===== src/rtl/clock_time_core_if.sv =====
// +----------------------------------------------------------------------+
// | clock_time_core_if : button inputs and display-facing outputs         |
// | Rev 1.0                                                              |
// +----------------------------------------------------------------------+
`default_nettype none

interface clock_time_core_if;
  logic        btn_mode;
  logic        btn_inc;
  logic [11:0] data_show;
  logic [2:0]  byte_status;
  logic [5:0]  seconds;
  logic [1:0]  mode;
  logic        sec_tick;

  modport master (
    output btn_mode, btn_inc,
    input  data_show, byte_status, seconds, mode, sec_tick
  );

  modport slave (
    input  btn_mode, btn_inc,
    output data_show, byte_status, seconds, mode, sec_tick
  );
endinterface

`default_nettype wire


===== src/rtl/clock_time_core.sv =====
// +----------------------------------------------------------------------+
// | clock_time_core : h/m/s timekeeping, two-button set FSM, scan phase   |
// | Optional macro AUTO_REPEAT_EN enables held-button auto-repeat. Rev 1.0|
// +----------------------------------------------------------------------+
`default_nettype none

module clock_time_core #(
  parameter int TICK_DIV   = 1000,
  parameter int SCAN_DIV   = 16,
  parameter int REPEAT_DIV = 256
) (
  input  wire logic         clock,
  input  wire logic         reset,
  clock_time_core_if.slave  bus
);

  localparam int PW = (TICK_DIV > 2) ? $clog2(TICK_DIV) : 1;

  typedef enum logic [1:0] {
    RUN      = 2'd0,
    SET_HOUR = 2'd1,
    SET_MIN  = 2'd2
  } state_t;

  state_t          state;
  state_t          state_next;
  logic            btn_mode_q;
  logic            btn_inc_q;
  logic [PW-1:0]   prescaler;
  logic [4:0]      hours;
  logic [5:0]      minutes;
  logic [5:0]      seconds;
  logic            sec_tick;
  logic [2:0]      byte_status;

  logic mode_press;
  logic inc_press;
  logic inc_req;
  logic tick;
  logic tick_take;
  logic inc_hour;
  logic inc_min;
  logic leave_set;

  assign mode_press = bus.btn_mode & ~btn_mode_q;
  assign inc_press  = bus.btn_inc  & ~btn_inc_q;
  assign tick       = (prescaler == PW'(TICK_DIV - 1));

`ifdef AUTO_REPEAT_EN
  localparam int RW = $clog2(2 * REPEAT_DIV);

  logic          rpt_active;
  logic [RW-1:0] rpt_cnt;
  logic          rpt_fire;

  assign rpt_fire = rpt_active && bus.btn_inc && (rpt_cnt == RW'(2 * REPEAT_DIV - 1));
  assign inc_req  = inc_press | rpt_fire;

  // After the first repeat the counter reloads halfway, so later repeats come every REPEAT_DIV cycles.
  always_ff @(posedge clock) begin
    if (reset || state == RUN || mode_press || !bus.btn_inc) begin
      rpt_active <= 1'b0;
      rpt_cnt    <= '0;
    end else if (inc_press) begin
      rpt_active <= 1'b1;
      rpt_cnt    <= '0;
    end else if (rpt_active) begin
      rpt_cnt <= rpt_fire ? RW'(REPEAT_DIV) : rpt_cnt + RW'(1);
    end
  end
`else
  logic unused_repeat_div;

  assign unused_repeat_div = (REPEAT_DIV > 0);
  assign inc_req           = inc_press;
`endif

  always_ff @(posedge clock) begin
    if (reset) begin
      state <= RUN;
    end else begin
      state <= state_next;
    end
  end

  // A mode press always wins: it swallows a same-cycle tick or increment.
  always_comb begin
    state_next = state;
    tick_take  = 1'b0;
    inc_hour   = 1'b0;
    inc_min    = 1'b0;
    leave_set  = 1'b0;
    case (state)
      RUN: begin
        if (mode_press) state_next = SET_HOUR;
        else            tick_take  = tick;
      end
      SET_HOUR: begin
        if (mode_press) state_next = SET_MIN;
        else            inc_hour   = inc_req;
      end
      SET_MIN: begin
        if (mode_press) begin
          state_next = RUN;
          leave_set  = 1'b1;
        end else begin
          inc_min = inc_req;
        end
      end
      default: state_next = RUN;
    endcase
  end

  always_ff @(posedge clock) begin
    if (reset) begin
      btn_mode_q <= 1'b1;
      btn_inc_q  <= 1'b1;
      prescaler  <= '0;
      hours      <= '0;
      minutes    <= '0;
      seconds    <= '0;
      sec_tick   <= 1'b0;
    end else begin
      btn_mode_q <= bus.btn_mode;
      btn_inc_q  <= bus.btn_inc;
      sec_tick   <= tick_take;

      if (state == RUN && !mode_press) begin
        prescaler <= tick ? '0 : prescaler + PW'(1);
      end
      if (leave_set) begin
        prescaler <= '0;
        seconds   <= '0;
      end

      if (tick_take) begin
        if (seconds == 6'd59) begin
          seconds <= '0;
          if (minutes == 6'd59) begin
            minutes <= '0;
            hours   <= (hours == 5'd23) ? 5'd0 : hours + 5'd1;
          end else begin
            minutes <= minutes + 6'd1;
          end
        end else begin
          seconds <= seconds + 6'd1;
        end
      end

      if (inc_hour) hours   <= (hours == 5'd23)   ? 5'd0 : hours + 5'd1;
      if (inc_min)  minutes <= (minutes == 6'd59) ? 6'd0 : minutes + 6'd1;
    end
  end

  generate
    if (SCAN_DIV == 1) begin : g_scan_every_cycle
      always_ff @(posedge clock) begin
        if (reset) byte_status <= '0;
        else       byte_status <= byte_status + 3'd1;
      end
    end else begin : g_scan_divided
      localparam int SW = $clog2(SCAN_DIV);
      logic [SW-1:0] scan_div;

      always_ff @(posedge clock) begin
        if (reset) begin
          scan_div    <= '0;
          byte_status <= '0;
        end else if (scan_div == SW'(SCAN_DIV - 1)) begin
          scan_div    <= '0;
          byte_status <= byte_status + 3'd1;
        end else begin
          scan_div <= scan_div + SW'(1);
        end
      end
    end
  endgenerate

  assign bus.data_show   = {1'b0, hours, minutes};
  assign bus.byte_status = byte_status;
  assign bus.seconds     = seconds;
  assign bus.mode        = state;
  assign bus.sec_tick    = sec_tick;

endmodule

`default_nettype wire


===== src/flat_wrapper.sv =====
// flat-port wrapper written by rule: the top's interface ports become plain ports
module clock_time_core_flat 
#(
  parameter int TICK_DIV   = 1000,
  parameter int SCAN_DIV   = 16,
  parameter int REPEAT_DIV = 256
)
  (clock, reset, bus_btn_mode, bus_btn_inc, bus_data_show, bus_byte_status, bus_seconds, bus_mode, bus_sec_tick);
  clock_time_core_if bus_i ();
  input  wire logic clock;
  input  wire logic reset;
  input wire logic [$bits(bus_i.btn_mode)-1:0] bus_btn_mode;
  input wire logic [$bits(bus_i.btn_inc)-1:0] bus_btn_inc;
  output wire logic [$bits(bus_i.data_show)-1:0] bus_data_show;
  output wire logic [$bits(bus_i.byte_status)-1:0] bus_byte_status;
  output wire logic [$bits(bus_i.seconds)-1:0] bus_seconds;
  output wire logic [$bits(bus_i.mode)-1:0] bus_mode;
  output wire logic [$bits(bus_i.sec_tick)-1:0] bus_sec_tick;
  assign bus_i.btn_mode = bus_btn_mode;
  assign bus_i.btn_inc = bus_btn_inc;
  assign bus_data_show = bus_i.data_show;
  assign bus_byte_status = bus_i.byte_status;
  assign bus_seconds = bus_i.seconds;
  assign bus_mode = bus_i.mode;
  assign bus_sec_tick = bus_i.sec_tick;
  clock_time_core #(.TICK_DIV(TICK_DIV), .SCAN_DIV(SCAN_DIV), .REPEAT_DIV(REPEAT_DIV)) u_core (.clock(clock), .reset(reset), .bus(bus_i));
endmodule

===== config.mk =====
export PLATFORM = sky130hd
export DESIGN_NAME = clock_time_core_flat
export DESIGN_NICKNAME = d
export VERILOG_FILES = /design/src/rtl/clock_time_core_if.sv /design/src/rtl/clock_time_core.sv /design/src/flat_wrapper.sv
export SDC_FILE = /design/constraint.sdc
export NUM_CORES = 1
export LEC_CHECK = 0
export CAP_MARGIN = 20
export CELL_PAD_IN_SITES_DETAIL_PLACEMENT = 1
export CELL_PAD_IN_SITES_GLOBAL_PLACEMENT = 2
export CORE_AREA = 2 2 81 83
export DETAILED_ROUTE_END_ITERATION = 6
export DIE_AREA = 0 0 83 85
export PLACE_DENSITY = 0.75
export SLEW_MARGIN = 20
export SYNTH_ARGS = -nofsm -noshare
export SYNTH_HDL_FRONTEND = slang
export SYNTH_SLANG_ARGS = --single-unit
export TNS_END_PERCENT = 5

===== constraint.sdc =====
create_clock -name clock -period 2.65 [get_ports clock]
set_clock_uncertainty 0.1 [all_clocks]
set_input_delay 0.265 -clock clock [delete_from_list [all_inputs] [get_ports clock]]
set_output_delay 0.265 -clock clock [all_outputs]
set_load 0.01 [all_outputs]

# [Word level (Yosys, flattened, before mapping)]
# Cells that the tools add are included.
[totals] input_bits=4 romBits=0 output_inout_bits=24 regBits=39 mem_count=0 ramBits=0 latch_bits=0
[classes] addsub=6 eq_ne=10 n_lt_le_gt_ge=0 shift=0 n_mux=24 n_bitwise=4 multipliers=0 reduce_logical=14 n_div=0
[ops] operator="6-bit two-way mux" n=7
[ops] operator="5-bit two-way mux" n=5
[ops] operator="6-bit by 1-bit adder with 6-bit output, second input constant" n=2
[ops] operator="6-bit equality test, second input constant" n=2
[ops] operator="2-bit nonzero test" n=6
[ops] operator="10-bit by 1-bit adder with 10-bit output, second input constant" n=1
[ops] operator="10-bit equality test, second input constant" n=1
[ops] operator="10-bit two-way mux" n=1
[ops] operator="1-bit two-way mux" n=7
[ops] operator="2-bit two-way mux" n=3
[ops] operator="2-bit by 1-bit inequality test with 1-bit output, second input constant" n=3
[ops] operator="2-bit case mux with 3 select lines" n=1
[ops] operator="3-bit AND reduction" n=2
[ops] operator="5-bit by 1-bit adder with 5-bit output, second input constant" n=1
[ops] operator="5-bit equality test, second input constant" n=1
[ops] operator="4-bit by 1-bit adder with 4-bit output, second input constant" n=1
[ops] operator="4-bit equality test, second input constant" n=1
[ops] operator="2-bit OR reduction" n=2
[ops] operator="3-bit by 1-bit adder with 3-bit output, second input constant" n=1
[ops] operator="1-bit bitwise AND" n=2
[ops] operator="2-bit by 1-bit equality test with 1-bit output, second input constant" n=1
[ops] operator="2-bit equality test, second input constant" n=1
[ops] operator="2-bit zero test" n=1
[ops] operator="1-bit NOT" n=2
[ops] operator="3 further kinds" n=3

# [Depth between registers and ports, before layout]
[depth] ltp_word=6 depth_mapped=7

# [Worst setup path before layout]
# No wires, ideal clock.
[synth_path] kind="register -> register" from="register u_core.state[0], in the netlist u_core.bus.mode[0]" to="register u_core.hours[3]" path_slack_ns=0.660 t_required_ns=2.428 arrival_time_ns=1.768 period_less_slack_ns=1.990 n_path_buf=0 path_stages_with_launch=6 setup_time_ns=0.122 cell_sequence="dfxtp_1 or2_2 nor3_4 nand4_2 mux2_1 a311o_1"
[synth_between] elab_chain_len=4 elab_cells_between_ends=9
[synth_lines] element="from (decl)" line_no="clock_time_core.sv:25" source="state_t state;"
[synth_lines] element="from (signal assigned)" line_no="clock_time_core.sv:82" source="state <= state_next;"
[synth_lines] element="2-bit by 1-bit equality test with 1-bit output or 2-bit zero test (tied branches)" line_no="clock_time_core.sv:93" source="case (state)"
[synth_lines] element="1-bit two-way mux" line_no="clock_time_core.sv:93"
[synth_lines] element="2-bit nonzero test (no source line)"
[synth_lines] element="3-bit AND reduction (no source line)"
[synth_lines] element="to (signal assigned)" line_no="clock_time_core.sv:141" source="hours <= (hours == 5'd23) ? 5'd0 : hours + 5'd1;"
[synth_lines] element="to (signal assigned)" line_no="clock_time_core.sv:150" source="if (inc_hour) hours <= (hours == 5'd23) ? 5'd0 : hours + 5'd1;"
[synth_lines] element="to (decl)" line_no="clock_time_core.sv:30" source="logic [4:0] hours;"
# Several ways; a longest one is shown, not always the timed one.
# A chain may end at the register's enable or synchronous reset.

# [Worst setup path after layout]
[layout_path] from="register u_core.minutes[0]" to="register u_core.hours[3]"
[layout_between] elab_chain_len=3
[layout_lines] element="from (decl)" line_no="clock_time_core.sv:31" source="logic [5:0] minutes;"
[layout_lines] element="from (signal assigned)" line_no="clock_time_core.sv:143" source="minutes <= minutes + 6'd1;"
[layout_lines] element="from (signal assigned)" line_no="clock_time_core.sv:151" source="if (inc_min) minutes <= (minutes == 6'd59) ? 6'd0 : minutes + 6'd1;"
[layout_lines] element="6-bit equality test" line_no="clock_time_core.sv:139" source="if (minutes == 6'd59) begin"
[layout_lines] element="2-bit nonzero test (no source line)"
[layout_lines] element="3-bit AND reduction (no source line)"
# Every way passes these cells.

==> summary.md <==
| Metric | Value |
|---|---|
| Combined area of the multi-input logic cells | 1061 µm² |
| Number of distinct library cells after synthesis | between 50 and 60 |
| Number of buffers added to fix hold violations after cts | 0 |
| Buffers on Ports | 26 |
| Area share of the leading cell type in the synthesized netlist | approximately 41% |
| Register clock-pin slew on the reported worst setup and hold paths | 0.08 ns |
| Syn Nets | 227 |
| Commonest cells post-synth | sky130_fd_sc_hd__dfxtp_1 (39), sky130_fd_sc_hd__nand2_1 (22), sky130_fd_sc_hd__nor2_1 (20) |
| Count of nets after finishing | 257 |
| Number of instances in the synthesized netlist | 217 |
| Max-slew headroom | 60.67% |
| Cell at the root of the clock tree | sky130_fd_sc_hd__clkbuf_8 |
| Synthesized area per cell | slightly below 9 µm² |
| Count of clock tree sinks | 39 |
| Cell Area, Synth | 1917 µm² |
| Setup Slack @ Placement | 0.2168 ns |
| Total vias in the final route | 1,657 |
| Worst Hold Slack | 0.3936 ns |
| R2r setup slk | about 0.46 ns |
| Vertical extent of the die | 85 µm |
| Clk buf depth | 2 |
| Via count of the first global-routing pass | 1,715 |
| Clk Latency, worst-skew pair | 0.30 ns |
| Final hold violation count | 0 |
| DRC violation count after routing | 0 |
| Worst Hold Launch | u_core.g_scan_divided.scan_div[0] |
| Number of maximum-capacitance violations | 0 |
| Number of antenna-violating nets in the routed design | 0 |
| Launch instance of the worst register-to-register path | u_core.minutes[0] |
| Post_cts resized | 0 |
| Worst hold-check path type | flop to flop |
| Vias per inst | 5.098 |
| Final setup margin | 0.4602 ns |
| Setup TNS Final | 0 ns |
| Top post-synthesis cells by area | sky130_fd_sc_hd__dfxtp_1 (41%), sky130_fd_sc_hd__nand2_1 (4.3%), sky130_fd_sc_hd__ha_1 (3.9%) |
| Number of enable flip-flop cells after synthesis | 0 |
| Layout area overhead | 25.33% |
| Aggregate global routing overflow | 0 |
| Buffers inserted during post-CTS setup optimization | 0 |
| Width of the chip | slightly above 80 µm |
| #FFs+latches synth | 39 |
| Largest net degree at the start of global routing | 14 |
| Proportion of synthesized chip area in sequential cells | 40.73% |
| Post-synth ARST share | 0% |
| Overall Global Routing Usage | 14.40% |
| Cell with the most instances after synthesis | sky130_fd_sc_hd__dfxtp_1 |
| Share of post-route cells with drive strength above 1 | 12.50% |
| Final setup violation count | 0 |
| Fill cells | 719 |
| Endpoint with the worst hold slack | u_core.g_scan_divided.scan_div[0] |
| Placer Congestion | 0.7575 |
| Number of slew-limit violations in the final report | 0 |
| Dominant synthesized flop cell | sky130_fd_sc_hd__dfxtp_1 |
| Core footprint | between 6000 and 7000 µm² |
| Area occupied by registers | 780.7 µm² |
| Capture point of the worst reg-to-reg path | u_core.hours[3] |
| Fmax | 0.4567 GHz |
| Post-route clock period utilization | between 80% and 90% |
| Capturing element type of the critical path | flop |
| Post-synthesis cell type with the largest combined area | sky130_fd_sc_hd__dfxtp_1 |
| R2R cell count | 6 |
| Effective utilization at floorplan | 30.89% |
| Global-route wire length before repair | about 8300 µm |
| Detailed placer's ending HPWL | 3361 µm |
| Category of the critical setup timing path | flop to flop |
| Number of cells on the worst hold path | 1 |
| Element type at the critical path start | flop |
| CTS tree | done |
| Signal arrival time at the worst endpoint | roughly 2.3 ns |
| Top fanout value on the critical path | 5 |
| Syn. warnings | 0 |
| Final worst path period need | 2.190 ns |
| Actual slew at the worst max-slew pin | 0.5887 ns |
| Placed standard-cell area | 2285 µm² |
| Unrepaired setup endpoints after global routing | false |
| Power density over the cells | 509.2 nW/µm² |
| Number of DRC violations after detailed-routing iteration 0 | 38 |
| Number of antenna repair diodes | 0 |
| Final wirelength | 4646 µm |
| Detailed-route wire length per cell | between 10 and 15 µm |
| Worst-case vdd ir drop | 198.8 µV |
| Number of clock buffers inserted by TritonCTS | 5 |
| Worst endpoint required time | 2.74 ns |
| Outcome | finished clean |
| Number of cell rows | 29 |
| Antenna violations before repair | 0 |
| Fin area | 2402 µm² |
| Htree depth | 2 |
| Top-level I/O count | 28 |
| Die ar. | 7055 µm² |
| Total iterations of the first detailed-routing run | 4 |
| Cell leakage power | 0.0009050 µW |
state kept, by name, summed over array words and instances (netlist names):
signal	flops
u_core.minutes	6
u_core.btn_inc_q	1
u_core.bus.byte_status	3
u_core.bus.seconds	6
u_core.prescaler	10
u_core.hours	5
u_core.bus.mode	2
u_core.g_scan_divided.scan_div	4
u_core.btn_mode_q	1
u_core.bus.sec_tick	1
cell type report:
type | count | share of cell area [%]
inverters | 7 | 1.094
repair buffers | 34 | 13.33
multi-input cells | 160 | 44.17
clock buffers | 6 | 3.438
clock inverters | 2 | 1.458
well taps | 77 | 4.010
flip-flops and latches | 39 | 32.50
worst max path at each step:
stage	from	endpoint	slack, ns	cells after the start
5_1_grt	u_core.minutes[0]	u_core.hours[3]	0.30	6
4_1_cts	u_core.minutes[0]	u_core.hours[3]	0.44	6
3_5_place_dp	bus_btn_mode	u_core.hours[2]	0.22	6
2_1_floorplan	u_core.bus.mode[0]	u_core.hours[3]	0.66	5
3_3_place_gp	bus_btn_mode	u_core.bus.seconds[4]	0.27	7
6_report	u_core.minutes[0]	u_core.hours[3]	0.46	6
critical path: stages (launching register included):
cell                      delay, ns
sky130_fd_sc_hd__dfxtp_1       0.39
sky130_fd_sc_hd__ha_1          0.21
sky130_fd_sc_hd__nand2_1       0.07
sky130_fd_sc_hd__nor3_1        0.45
sky130_fd_sc_hd__nand4_2       0.20
sky130_fd_sc_hd__mux2_1        0.35
sky130_fd_sc_hd__a311o_1       0.31
metrics by stage:
| step | instances | util [%] | total power [µW] |
|---|---|---|---|
| floorplan | 217 | - | 685.9 |
| global placement | 317 | 36.82 | 714.0 |
| detailed placement | 317 | 36.82 | 716.2 |
| CTS | 325 | 38.72 | 1249 |
| global route | 325 | 38.72 | 1287 |
| finish | 325 | 38.72 | 1223 |
routing by layer:
layer / track usage (%) / routed length (µm) / up-vias
met4: 5.216 / 63 / 0
met3: 3.405 / 134 / 7
met5: 0 / 0 / -
met2: 21.85 / 2074 / 23
li1: - / - / 832
met1: 20.02 / 2375 / 795
placed cells by master, fill, tap and decap left out, types with 3 or more instances in the layout:
cell type / instances
sky130_fd_sc_hd__nor3_1: 8
sky130_fd_sc_hd__nor2b_1: 5
sky130_fd_sc_hd__a21oi_1: 6
sky130_fd_sc_hd__buf_4: 8
sky130_fd_sc_hd__nand4_1: 6
sky130_fd_sc_hd__xor2_1: 6
sky130_fd_sc_hd__clkdlybuf4s50_1: 26
sky130_fd_sc_hd__or3_1: 3
sky130_fd_sc_hd__a21o_1: 3
sky130_fd_sc_hd__clkbuf_8: 6
sky130_fd_sc_hd__nand3_1: 9
sky130_fd_sc_hd__nand2_1: 22
sky130_fd_sc_hd__dfxtp_1: 39
sky130_fd_sc_hd__o21a_1: 3
sky130_fd_sc_hd__inv_1: 7
sky130_fd_sc_hd__nor2_1: 20
sky130_fd_sc_hd__xnor2_1: 5
sky130_fd_sc_hd__or2_2: 3
sky130_fd_sc_hd__o21ai_0: 9
sky130_fd_sc_hd__nor3b_1: 3
sky130_fd_sc_hd__ha_1: 6
sky130_fd_sc_hd__mux2i_1: 5
kinds of logic (layout without fill, tap and decap cells):
group | Yosys count | after routing | synth area share, %
buffers and inverters | 18 | 49 | 3.917
adder cells (fa/ha/maj) | 6 | 6 | 3.916
multiplexers | 7 | 7 | 3.786
AND/OR/NAND/NOR | 97 | 97 | 28.59
AO/OA/AOI/OAI | 38 | 38 | 13.84
XOR/XNOR | 11 | 11 | 5.026
other | 1 | 1 | 0.1956
flip-flops | 39 | 39 | 40.73
where the power goes:
| group | switching, µW | internal (µW) |
|---|---|---|
| combinational | 42.7 | 40.6 |
| clock | 217 | 305 |
| sequential | 15.6 | 602 |
| total | 276 | 948 |
Power figures use the tool's default switching activity.
